===== config.mk =====
export PLATFORM = sky130hd
export DESIGN_NAME = rtc_core
export DESIGN_NICKNAME = d
export VERILOG_FILES = /design/src/rtl/rtc_pkg.sv /design/src/rtl/rtc_tick_gen.sv /design/src/rtl/rtc_core.sv
export SDC_FILE = /design/constraint.sdc
export NUM_CORES = 1
export LEC_CHECK = 0
export BUFFER_PORTS_ARGS = -buffer_cell sky130_fd_sc_hd__buf_2
export CORE_UTILIZATION = 54
export CTS_CLUSTER_DIAMETER = 80
export DETAILED_ROUTE_END_ITERATION = 16
export PLACE_DENSITY = 0.77
export SLEW_MARGIN = 40
export SYNTH_ARGS = -nofsm -noshare
export SYNTH_HDL_FRONTEND = slang
export SYNTH_SLANG_ARGS = --single-unit

===== constraint.sdc =====
create_clock -name clk_100MHz -period 3.09 [get_ports clk_100MHz]
set_clock_uncertainty 0.15 [all_clocks]
set_input_delay 0.1545 -clock clk_100MHz [delete_from_list [all_inputs] [get_ports clk_100MHz]]
set_output_delay 0.1545 -clock clk_100MHz [all_outputs]
set_load 0.05 [all_outputs]

===== src/rtl/rtc_pkg.sv =====
// rtc_pkg: shared BCD types, field limits and helpers for the real-time clock
package rtc_pkg;

    typedef logic [3:0] bcd_t;
    typedef logic [7:0] bcd2_t;

    // Bit positions of the three push buttons in the button vectors
    typedef enum logic [1:0] {
        F_SEC  = 2'd0,
        F_MIN  = 2'd1,
        F_HOUR = 2'd2
    } field_e;

    // Two-digit BCD limits; BCD ordering matches numeric ordering
    localparam bcd2_t SEC_LIM  = 8'h59;
    localparam bcd2_t HOUR_LIM = 8'h23;
    localparam bcd2_t NOON     = 8'h12;

    function automatic int presc_width(input int div);
        return (div < 2) ? 1 : $clog2(div);
    endfunction

    // Two-digit BCD increment that wraps lim -> 00, using only digit arithmetic
    function automatic bcd2_t bcd_inc(input bcd2_t v, input bcd2_t lim);
        return (v == lim) ? 8'h00 :
               (v[3:0] == 4'd9) ? {v[7:4] + 4'd1, 4'd0} : {v[7:4], v[3:0] + 4'd1};
    endfunction

endpackage


===== src/rtl/rtc_tick_gen.sv =====
// rtc_tick_gen: prescaler producing one tick per CLK_HZ/TICK_HZ cycles, held at 0 while hold
module rtc_tick_gen
    import rtc_pkg::*;
#(
    parameter int CLK_HZ  = 100_000_000,
    parameter int TICK_HZ = 1
) (
    input  logic clk,
    input  logic reset,
    input  logic hold,
    output logic tick
);

    localparam int DIV = CLK_HZ / TICK_HZ;
    localparam int W   = presc_width(DIV);

    logic [W-1:0] cnt;

    // Count 0..DIV-1; tick is high in the cycle the count has just wrapped to 0
    always_ff @(posedge clk or posedge reset) begin
        if (reset) begin
            cnt  <= '0;
            tick <= 1'b0;
        end else if (hold) begin
            cnt  <= '0;
            tick <= 1'b0;
        end else begin
            cnt  <= (cnt == W'(DIV - 1)) ? '0 : cnt + 1'b1;
            tick <= (cnt == W'(DIV - 1));
        end
    end

endmodule


===== src/rtl/rtc_core.sv =====
// rtc_core: BCD real-time clock with set mode and 12/24 h display; alarm under RTC_ALARM_EN
module rtc_core
    import rtc_pkg::*;
#(
    parameter int CLK_HZ    = 100_000_000,
    parameter int TICK_HZ   = 1,
    parameter int RING_SECS = 10
) (
    input  logic clk_100MHz,
    input  logic reset_1,
    input  logic set_mode,
    input  logic inc_sec,
    input  logic inc_min,
    input  logic inc_hour,
    input  logic fmt12,
    output logic tick,
    output bcd_t sec_tens,
    output bcd_t sec_ones,
    output bcd_t min_tens,
    output bcd_t min_ones,
    output bcd_t hour_tens,
    output bcd_t hour_ones,
    output logic pm
`ifdef RTC_ALARM_EN
    ,
    input  logic alarm_set,
    input  logic alarm_arm,
    output logic ring,
    output bcd_t alm_hour_tens,
    output bcd_t alm_hour_ones,
    output bcd_t alm_min_tens,
    output bcd_t alm_min_ones
`endif
);

    if (CLK_HZ / TICK_HZ < 2 || RING_SECS < 1 || RING_SECS > 59) begin : g_bad_cfg
        $error("rtc_core: invalid CLK_HZ/TICK_HZ or RING_SECS");
    end

    logic [2:0] btn, s1, s2, s3, press;
    bcd2_t      cur_sec, cur_min, cur_hour;
    bcd2_t      sec_n, min_n, hour_n, hour12;
    logic       edit_time;

    assign btn = {inc_hour, inc_min, inc_sec};

    rtc_tick_gen #(.CLK_HZ(CLK_HZ), .TICK_HZ(TICK_HZ)) u_tick (
        .clk   (clk_100MHz),
        .reset (reset_1),
        .hold  (set_mode),
        .tick  (tick)
    );

    // Two-flop synchroniser plus registered rising-edge detector per button
    always_ff @(posedge clk_100MHz or posedge reset_1) begin
        if (reset_1) begin
            s1    <= '0;
            s2    <= '0;
            s3    <= '0;
            press <= '0;
        end else begin
            s1    <= btn;
            s2    <= s1;
            s3    <= s2;
            press <= s2 & ~s3;
        end
    end

    // Next time on a tick, with seconds->minutes->hours carries, plus the 12 h view of the hour
    always_comb begin
        sec_n  = bcd_inc(cur_sec, SEC_LIM);
        min_n  = (cur_sec == SEC_LIM) ? bcd_inc(cur_min, SEC_LIM) : cur_min;
        hour_n = (cur_sec == SEC_LIM && cur_min == SEC_LIM) ? bcd_inc(cur_hour, HOUR_LIM) : cur_hour;
        hour12 = (cur_hour == 8'h00) ? NOON :
                 (cur_hour <= NOON) ? cur_hour :
                 (cur_hour[3:0] >= 4'd2) ? {cur_hour[7:4] - 4'd1, cur_hour[3:0] - 4'd2}
                                         : {cur_hour[7:4] - 4'd2, cur_hour[3:0] + 4'd8};
    end

`ifdef RTC_ALARM_EN
    assign edit_time = set_mode & ~alarm_set;
`else
    assign edit_time = set_mode;
`endif

    // Time counters: advance on tick, or edit individual fields without carry in set mode
    always_ff @(posedge clk_100MHz or posedge reset_1) begin
        if (reset_1) begin
            cur_sec  <= '0;
            cur_min  <= '0;
            cur_hour <= '0;
        end else if (tick) begin
            cur_sec  <= sec_n;
            cur_min  <= min_n;
            cur_hour <= hour_n;
        end else if (edit_time) begin
            if (press[F_SEC])  cur_sec  <= bcd_inc(cur_sec, SEC_LIM);
            if (press[F_MIN])  cur_min  <= bcd_inc(cur_min, SEC_LIM);
            if (press[F_HOUR]) cur_hour <= bcd_inc(cur_hour, HOUR_LIM);
        end
    end

    // Registered display digits, one cycle behind the counters
    always_ff @(posedge clk_100MHz or posedge reset_1) begin
        if (reset_1) begin
            {sec_tens, sec_ones}   <= '0;
            {min_tens, min_ones}   <= '0;
            {hour_tens, hour_ones} <= '0;
            pm                     <= 1'b0;
        end else begin
            {sec_tens, sec_ones}   <= cur_sec;
            {min_tens, min_ones}   <= cur_min;
            {hour_tens, hour_ones} <= fmt12 ? hour12 : cur_hour;
            pm                     <= (cur_hour >= NOON);
        end
    end

`ifdef RTC_ALARM_EN
    bcd2_t      alm_h, alm_m;
    logic [5:0] ring_cnt;

    assign {alm_hour_tens, alm_hour_ones} = alm_h;
    assign {alm_min_tens, alm_min_ones}   = alm_m;

    // Alarm editing and ring control; any clearing condition beats a new match
    always_ff @(posedge clk_100MHz or posedge reset_1) begin
        if (reset_1) begin
            alm_h    <= '0;
            alm_m    <= '0;
            ring     <= 1'b0;
            ring_cnt <= '0;
        end else begin
            if (set_mode && alarm_set && press[F_MIN])  alm_m <= bcd_inc(alm_m, SEC_LIM);
            if (set_mode && alarm_set && press[F_HOUR]) alm_h <= bcd_inc(alm_h, HOUR_LIM);
            if (!alarm_arm || |press) begin
                ring <= 1'b0;
            end else if (tick && cur_sec == SEC_LIM && min_n == alm_m && hour_n == alm_h) begin
                ring     <= 1'b1;
                ring_cnt <= '0;
            end else if (tick && ring) begin
                if (ring_cnt == 6'(RING_SECS - 1)) ring <= 1'b0;
                ring_cnt <= ring_cnt + 1'b1;
            end
        end
    end
`endif

endmodule

Word-level counts from Yosys, hierarchy flattened --
Index checks and enable logic that the tools add are counted.
Storage, ports and cells: register bits 89, input port bits 7, output and inout port bits 26, logic and storage cells 74
Cells by class: add/sub/neg operators 11, $lt $le $gt $ge 3, eq/ne operators 9, multiplexer cells 24, bitwise logic cells 2, reductions and logical operators 9
Operator list (count):
- 8-bit 2-to-1 mux | 21
- 27-bit 2-to-1 mux | 2
- 27-bit by 1-bit adder with 27-bit output (second input constant) | 1
- 27-bit == test (second input constant) | 1
- 4-bit by 1-bit adder with 4-bit output (second input constant) | 6
- 8-bit by 7-bit == test with 1-bit output (second input constant) | 2
- 4-bit == test (second input constant) | 3
- 8-bit by 6-bit == test with 1-bit output (second input constant) | 1
- 8-bit by 5-bit >= comparator with 1-bit output (second input constant) | 1
- 8-bit by 5-bit less-or-equal comparator with 1-bit output (second input constant) | 1
- 8-bit logical NOT | 1
- 2-bit nonzero test | 4
- 4-bit by 2-bit subtractor with 4-bit output (second input constant) | 2
- 3-bit AND reduction | 2
- 4-bit adder (second input constant) | 1
- 4-bit by 2-bit >= comparator with 1-bit output (second input constant) | 1
- 2-bit != test (second input constant) | 2
- 4-bit by 1-bit subtractor with 4-bit output (second input constant) | 1
- 3-bit bitwise AND | 1
- 3-bit inverter | 1
- 2-bit AND reduction | 1
- 1-bit logical AND | 1
- 1-bit 2-to-1 mux | 1

Logic depth before layout (Yosys ltp) --
Gate-level depths: netlist (run 1).
depth in word-level cells 6, depth in mapped cells 8, mapped depth without buffers 6

By module --
From an unflattened synthesis (run 1), not the netlist that was laid out.
Second synthesis, totals: cells, all modules 398, area, all modules 4312.9 sq um
By module, submodules not included:
- rtc_core | instances 1, cells an instance 236, area an instance 2782.7 sq um, seq. area each 1526.5 sq um
- rtc_tick_gen | instances 1, cells an instance 162, area an instance 1530.2 sq um, seq. area each 700.7 sq um

Least setup slack after synthesis (run 1) --
Ideal clock, no wire load.
kind reg-to-reg, from register cur_hour[5], to register hour_tens[3], library setup time 0.125 ns, arrival time 1.816 ns, data required time 2.815 ns, path slack 1.000 ns, stages on the path, launching flop included 8, path buffers 1, clock period less this slack 2.090 ns, path through dfrtp_1 > inv_1 > ha_1 > nand2_1 > a221o_1 > clkbuf_1 > o2111ai_1 > mux2_2
On the way: longest elaborated chain between the ends 5
Ends and longest elaborated chain:
- start, declared | line rtc_core.sv:41 | bcd2_t cur_sec, cur_min, cur_hour;
- start signal, assigned | line rtc_core.sv:95 | cur_hour <= hour_n;
- start signal, assigned | line rtc_core.sv:99 | if (press[F_HOUR]) cur_hour <= bcd_inc(cur_hour, HOUR_LIM);
- 4-bit by 2-bit subtractor with 4-bit output or 4-bit by 1-bit subtractor with 4-bit output (tied branches) | line rtc_core.sv:77, rtc_core.sv:76
- 8-bit 2-to-1 mux | line rtc_core.sv:76 | (cur_hour[3:0] >= 4'd2) ? {cur_hour[7:4] - 4'd1, cur_hour[3:0] - 4'd2}
- 8-bit 2-to-1 mux | line rtc_core.sv:75 | (cur_hour <= NOON) ? cur_hour :
- 8-bit 2-to-1 mux (*) | line rtc_core.sv:74 | hour12 = (cur_hour == 8'h00) ? NOON :
- 8-bit 2-to-1 mux (*) | line rtc_core.sv:113 | {hour_tens, hour_ones} <= fmt12 ? hour12 : cur_hour;
- end signal, assigned | line rtc_core.sv:113
- end, declared | line rtc_core.sv:21 | output bcd_t hour_tens,
Mark *: on every way between the ends. The rest lies on a longest branch, timed or not. A chain may end at the register's enable or synchronous reset.

Final worst setup path (run 1) --
from register cur_sec[5], to register cur_min[3]
On the way: longest elaborated chain between the ends 3
Ends and longest elaborated chain:
- start, declared | line rtc_core.sv:41
- start signal, assigned | line rtc_core.sv:93 | cur_sec <= sec_n;
- start signal, assigned | line rtc_core.sv:97 | if (press[F_SEC]) cur_sec <= bcd_inc(cur_sec, SEC_LIM);
- 8-bit by 7-bit == test with 1-bit output | line rtc_core.sv:72 | min_n = (cur_sec == SEC_LIM) ? bcd_inc(cur_min, SEC_LIM) : cur_min;
- 2-bit != test (no line)
- 3-bit AND reduction (no line)
- end signal, assigned | line rtc_core.sv:94 | cur_min <= min_n;
- end signal, assigned | line rtc_core.sv:98 | if (press[F_MIN]) cur_min <= bcd_inc(cur_min, SEC_LIM);
- end, declared | line rtc_core.sv:41
No other way between the ends.

==> metrics, run 1 <==
layout cell share with drive strength beyond 1 15.8%; R2R setup slack 0.72 ns; Bufs and invs on worst path 2; post-DP HPWL 5290 µm; postcts setup bufs 0; GP Congestion 0.863; complex-gate fraction of the synthesized area 12.3%; Synth Area in Simple Gates 21.0%; post-route core utilization 63.9%; Worst Path Required 3.24 ns; CTS sink count 89; worst reg2reg endpoint cur_min[3]; CP Cell Sequence inv_1, ha_1, and3b_1, a32oi_1, buf_4, or4b_2, nand3_1; Cells after Synth 397; core area 7410 µm²; Critical Path Source Type register; initial DRC count 141; DR vias/cell 5.70; Worst Hold Launch s1[0]; filler cell count 593; xor-xnor portion of the synthesized cell area 2.90%; Least-Margin Pin Slew 0.598 ns; WHS 0.205 ns; class of the worst hold path reg2reg; final period utilization 76.7%; RSZ-0062 raised after global routing false; Avg Synthesized Cell Area 10.7 µm²; async set-reset flop share out of synthesis 100%; Setup TNS Final 0 ns; Reg clk slew, reported paths 0.09 ns; Design Area, Final 4730 µm²; Final WS setup 0.719 ns; hold_buf cts 6; synthesized-area fraction occupied by adder cells 5.91%; clock latency on the worst-skew pair 0.36 ns; CTS tree yes; initial antenna violation count 0; leak pwr 2.11 nW; Starting Density 57.2%; Routed WL 7780 µm; maximum capacitance violations 0; EDFF count, synth 0; PortBufs 32; area grow syn2layout 11.8%; Die Y 90.6 µm; hold violation count in the final report 0; main combinational cell family by area after synthesis simple AND/OR/NAND/NOR gates; global-route wire length before repair 13500 µm; Root Buffer clkbuf_8; FP Rows 31; max incr delay on CP 0.62 ns; Distinct cells, synth 59; CTS Buffer Depth 2; I/O pin count 33; synthesized area 4230 µm²; Die X 90.6 µm; Multi-input gate area 1850 µm²; share of the yosys chip area belonging to registers 52.6%; portion of netlist area occupied by mux cells 1.57%; post-CTS sizing 0; WP data arrival 2.52 ns; largest fanout on the critical path 9; placed instance area 4460 µm²; Crit-path slowest cell or4b_2; hold worst-path end s2[0]; drt wl/cell 14.5 µm; reg2reg path depth 7; Seq. cell area 2230 µm²; H-Tree Depth 3; Yosys warning count 0; DP Worst Slack 0.739 ns; Max Freq 0.422 GHz; Max Transition Viols Final 0; vias in the first global route 2952; final worst path period need 2.37 ns; CP delay by family, top simple AND/OR/NAND/NOR gates; Worst Setup End Kind register; Synth Net Count 424; Hold Crit Depth 0; register bit count reported by yosys 89; CTS Buf Count 9; DRT antenna net count 0; Power Density 790 nW/µm²; CP Class reg2reg; Slew HR 60.1%; Tot GR Track Use 20.5%; die area 8200 µm²; ant diodes 0; status completed; VDD IR max 344 µV; DR pass1 iterations 4; FF-to-FF Start cur_sec[5]; GRT overflow 0; Finish-stage setup viols 0; drc violations 0; Layout Nets 460; top_reg_cell synth dfrtp_1; total number of vias 3063; largest net degree at the start of global routing 36
==> metrics by stage <==
stage | std cells | power, mW
floorplan | 397 | 2.62
global placement | 514 | 2.85
detailed placement | 515 | 2.89
CTS | 537 | 3.76
global route | 537 | 3.96
finish | 537 | 3.74
==> area by class of cell <==
type                            count  area share, %
Timing Repair Buffer               43           5.44
Inverter                           17           1.37
Sequential cell                    89           47.0
Tap cell                           99           2.62
Clock inverter                      5           1.66
Clock buffer                       11           2.77
Multi-Input combinational cell    273           39.1
==> worst max path at each step <==
| stage | startpoint | cells past startpoint | end | slack (ns) |
|---|---|---|---|---|
| finish | cur_sec[5] | 7 | cur_min[3] | 0.72 |
| global route | cur_sec[5] | 7 | cur_min[3] | 0.55 |
| CTS | cur_sec[5] | 7 | cur_min[3] | 0.73 |
| detailed placement | cur_sec[5] | 7 | cur_min[3] | 0.74 |
| global placement | cur_sec[0] | 5 | cur_min[7] | 0.80 |
| floorplan | reset_1 | 1 | cur_hour[0] | 0.48 |
==> per-layer routing <==
metal  vias up  wire [µm]  GRT usage [%]
li1       1503          -              -
met1      1494       3630           26.7
met2        59       3820           33.8
met3         7        264           5.56
met4         0         69           5.51
met5         -          0              0
==> cells in the mapped netlist (5+ instances only) <==
cell type / number / share of area (%)
mux2_2: 5 / 1.3
or3_1: 5 / 0.74
nand4_1: 11 / 1.6
nand2_1: 32 / 2.8
nor4_1: 6 / 0.89
nor2b_1: 8 / 1.2
o31ai_1: 9 / 1.6
or4_1: 7 / 1.2
ha_1: 20 / 5.9
nor3_1: 10 / 1.2
xor2_1: 6 / 1.2
o21ai_0: 20 / 2.4
nor2_1: 27 / 2.4
xnor2_1: 8 / 1.7
nand3_1: 16 / 1.9
dfrtp_1: 89 / 53
a21oi_1: 16 / 1.9
inv_1: 17 / 1.5
clkbuf_1: 13 / 1.2
==> flip-flops by register name, indices dropped and copies added (netlist names), 8 cells and up <==
signal	cells
u_tick.cnt	27
cur_min	8
cur_hour	8
cur_sec	8
==> cell families (layout without fill, tap and decap cells) <==
logic type	after synthesis	in the layout
buf+inv	35	76
flops	89	89
simple gates	155	155
xor+xnor	14	14
mux	6	6
compound gates	78	78
fa+ha+maj	20	20
==> placed cells by master (no fill, tap or decap), types with 7 or more instances in the layout <==
cell and count:
a21oi_1 16, nand2_1 32, nand3_1 16, buf_2 32, o21ai_0 20, clkbuf_8 9, nor2_1 27, nor3_1 10
nand4_1 11, o31ai_1 9, inv_1 16, or4_1 7, nor2b_1 8, xnor2_1 8, ha_1 20, dfrtp_1 89
==> power breakdown <==
group / switching (mW) / internal, mW
Clock: 0.404 / 0.457
Sequential: 0.224 / 1.39
Combinational: 0.862 / 0.407
(Power assumes the default switching activity.)
==> run 2: changes to the inputs <==
--- a/config.mk
+++ b/config.mk
@@ -5,11 +5,12 @@
 export SDC_FILE = /design/constraint.sdc
 export NUM_CORES = 1
 export LEC_CHECK = 0
+export ABC_AREA = 1
 export BUFFER_PORTS_ARGS = -buffer_cell sky130_fd_sc_hd__buf_2
 export CORE_UTILIZATION = 54
 export CTS_CLUSTER_DIAMETER = 80
 export DETAILED_ROUTE_END_ITERATION = 16
-export PLACE_DENSITY = 0.77
+export PLACE_DENSITY = 0.79
 export SLEW_MARGIN = 40
 export SYNTH_ARGS = -nofsm -noshare
 export SYNTH_HDL_FRONTEND = slang
==> constraint.sdc (replaced) <==
create_clock -name clk_100MHz -period 1.9 [get_ports clk_100MHz]
set_clock_uncertainty 0.15 [all_clocks]
set_input_delay 0.095 -clock clk_100MHz [delete_from_list [all_inputs] [get_ports clk_100MHz]]
set_output_delay 0.095 -clock clk_100MHz [all_outputs]
set_load 0.05 [all_outputs]
==> run 2 against run 1 <==
Area after synthesis is 7.6% higher; routed wire length is 19% higher; sequential share of layout area is 4.0 points lower; worst setup slack worse by 0.58 ns; largest cell class unchanged; highest routed layer unchanged.
==> metrics, run 2 <==
most frequent cell after synthesis nand2_1; worst reg2reg endpoint cur_min[7]; most frequent cells in the layout nand2_1 (143), nor2_1 (90), dfrtp_1 (89); CTS tree yes; Tot GR Track Use 23.6% (+3.1 points); sw frac 42.1% (+2.2 points); placed instance area 4920 µm² (+10%); Routed WL 9280 µm (+19%); WHS 0.0509 ns (-0.154 ns); async set-reset flop share out of synthesis 100% (unchanged); final period utilization 92.6% (+16 points); die area 8810 µm² (+7.4%); Max Freq 0.568 GHz (+35%); non-filler cells, final 726 (+35%); area grow syn2layout 13.6%; Switch Pwr 2.37 mW (+59%); most common cell after layout, fill and taps aside nand2_1; placed cells 703 (+37%); Distinct cells, synth 28 (-53%); RSZ-0062 raised after global routing false; Synth Net Count 588 (+39%); Seq. cell area 2230 µm² (unchanged); EDFF count, synth 0 (unchanged); I/O pin count 33 (unchanged); Synth top area share 48.9% (-3.7 points); H-Tree Depth 3 (unchanged); Cells after Synth 561 (+41%); Die X 93.9 µm (+3.6%); FP Rows 33 (+6.5%); total number of vias 3745 (+22%); initial DRC count 206 (+46%); Design Area, Final 5170 µm² (+9.3%); PortBufs 32 (unchanged); class of the worst hold path in2reg; Die Y 93.9 µm (+3.6%); DRT antenna net count 0 (unchanged); hold violation count in the final report 0 (unchanged); Slew HR 73.1% (+13 points); register bit count reported by yosys 89 (unchanged); vias in the first global route 3635 (+23%); clock share of power 21.5% (-1.5 points); largest net degree at the start of global routing 59 (+64%); CP Class reg2reg; top_reg_cell synth dfrtp_1; Power, Total 5.64 mW (+51%); DR pass1 iterations 5 (+1); Area contributors post-synth dfrtp_1 (49%), nand2_1 (12%), nor2_1 (7.5%), nand3_1 (6.0%), ha_1 (5.5%); most frequent cells after synthesis nand2_1 (143), nor2_1 (91), dfrtp_1 (89); Final WS setup 0.140 ns (-0.579 ns); Reg clk slew, reported paths 0.09 ns (about the same); Max Transition Viols Final 0 (unchanged); DR vias/cell 5.16 (-9.6%); CTS sink count 89 (unchanged); Multi-input gate area 2090 µm² (+13%); FF-to-FF Start cur_sec[1]; Worst Setup End Kind register; WP data arrival 1.86 ns (-0.66 ns); Least-Margin Pin Slew 0.403 ns (-0.195 ns); Setup TNS Final 0 ns (unchanged); initial antenna violation count 0 (unchanged); post-DP HPWL 6720 µm (+27%); synthesized area 4560 µm² (+7.6%); Biggest register u_tick.cnt; Worst Path Required 2.00 ns (-1.24 ns); share of the yosys chip area belonging to registers 48.9% (-3.7 points); Flop pwr share 44.5% (+1.4 points); layout cell share with drive strength beyond 1 16.1% (+0.35 points); Starting Density 55.7% (-1.4 points); GRT overflow 0 (unchanged); CTS Buffer Depth 2 (unchanged); drc violations 0 (unchanged); Root Buffer clkbuf_8; Avg Synthesized Cell Area 8.12 µm² (-24%); maximum capacitance violations 0 (unchanged); Finish-stage setup viols 0 (unchanged); leak pwr 2.48 nW (+18%); post-route core utilization 63.3% (-0.62 points); clock latency on the worst-skew pair 0.37 ns (about the same); Layout Nets 643 (+40%); Yosys warning count 0 (unchanged); largest fanout on the critical path 8 (-1); Critical Path End cur_min[7]; Power Density 1090 nW/µm² (+38%); reg2reg path depth 9 (+2); Gate power share 34.0% (about the same); Int Power 3.27 mW (+45%); max reg flops 27 (unchanged); Critical Path Source Type register; GP Congestion 0.921 (+6.7%); drt wl/cell 12.8 µm (-12%); Yosys top cell by area dfrtp_1; Crit. Startpoint cur_sec[1]; filler cell count 701 (+18%); status completed; VDD IR max 603 µV (+75%); final worst path period need 1.76 ns (-0.611 ns); global-route wire length before repair 16200 µm (+20%); DP Worst Slack 0.0404 ns (-0.698 ns); core area 8180 µm² (+10%); ant diodes 0 (unchanged); CTS Buf Count 9 (unchanged); R2R setup slack 0.14 ns (-0.58 ns)
==> run 2: cell types whose count changed in the layout (fill, tap and decap cells not counted), sizes merged, moves of 10 or more <==
cell	delta
nand3	+41
nor2	+76
o31ai	-10
a21oi	-11
nand2	+125
inv	+44
==> run 2: how the worst min path moves through the flow <==
| stage | startpoint | to | slack (ns) | depth (start not counted) |
|---|---|---|---|---|
| floorplan | inc_sec | s1[0] | -0.02 | 0 |
| global placement | reset_1 | s1[0] | -0.04 | 2 |
| detailed placement | reset_1 | s1[0] | -0.04 | 2 |
| CTS | set_mode | cur_sec[0] | 0.03 | 4 |
| global route | set_mode | cur_sec[0] | 0.05 | 4 |
| finish | set_mode | cur_sec[0] | 0.05 | 4 |
==> run 2: layout make-up <==
type                       instances  share of cell area, %
inverter                          60                   4.43
multi-input combinational        406                   40.3
sequential                        89                   43.0
timing repair buffer              50                   6.19
clock buffer                      11                   2.73
clock inverter                     5                  0.726
tap                              105                   2.54
==> run 2: power by group through the flow <==
| stage | combinational, mW | clock [mW] | sequential [mW] |
|---|---|---|---|
| finish | 1.92 | 1.21 | 2.51 |
| global route | 2.11 | 1.31 | 2.57 |
| CTS | 1.90 | 1.24 | 2.52 |
| detailed placement | 1.88 | 0 | 2.55 |
| global placement | 1.84 | 0 | 2.54 |
| floorplan | 0.861 | 0 | 3.12 |
==> run 2: cells by family after synthesis <==
logic type,after synthesis,share of synthesized area (%)
buf+inv,66,5.58
simple gates,342,33.4
xor+xnor,21,4.04
flops,89,48.9
compound gates,23,2.61
fa+ha+maj,20,5.49
==> run 2: routing by layer <==
| metal | up-vias | global-route usage, % | routed length, µm |
|---|---|---|---|
| met5 | - | 0 | 0 |
| met4 | 0 | 8.59 | 156 |
| met3 | 13 | 4.53 | 398 |
| met2 | 89 | 38.2 | 4390 |
| met1 | 1762 | 31.7 | 4340 |
| li1 | 1881 | - | - |
==> run 2: worst max-delay path, stage by stage, from the launching register on <==
cell and delay, ns:
dfrtp_1 0.42, inv_1 0.08, ha_1 0.15, nand3_2 0.13, nor2_4 0.18, nor2_1 0.09
nor2_4 0.18, nand2_2 0.13, nand2_1 0.08, o21ai_1 0.06
==> run 2: timing repair <==
action / 4_1_cts / 5_1_grt
hold buffers: 5 / 0
gates resized for setup: 0 / 3
buffers inserted: 0 / 2
hold endpoints to repair: 98 / 0
setup endpoints to repair: 0 / 16
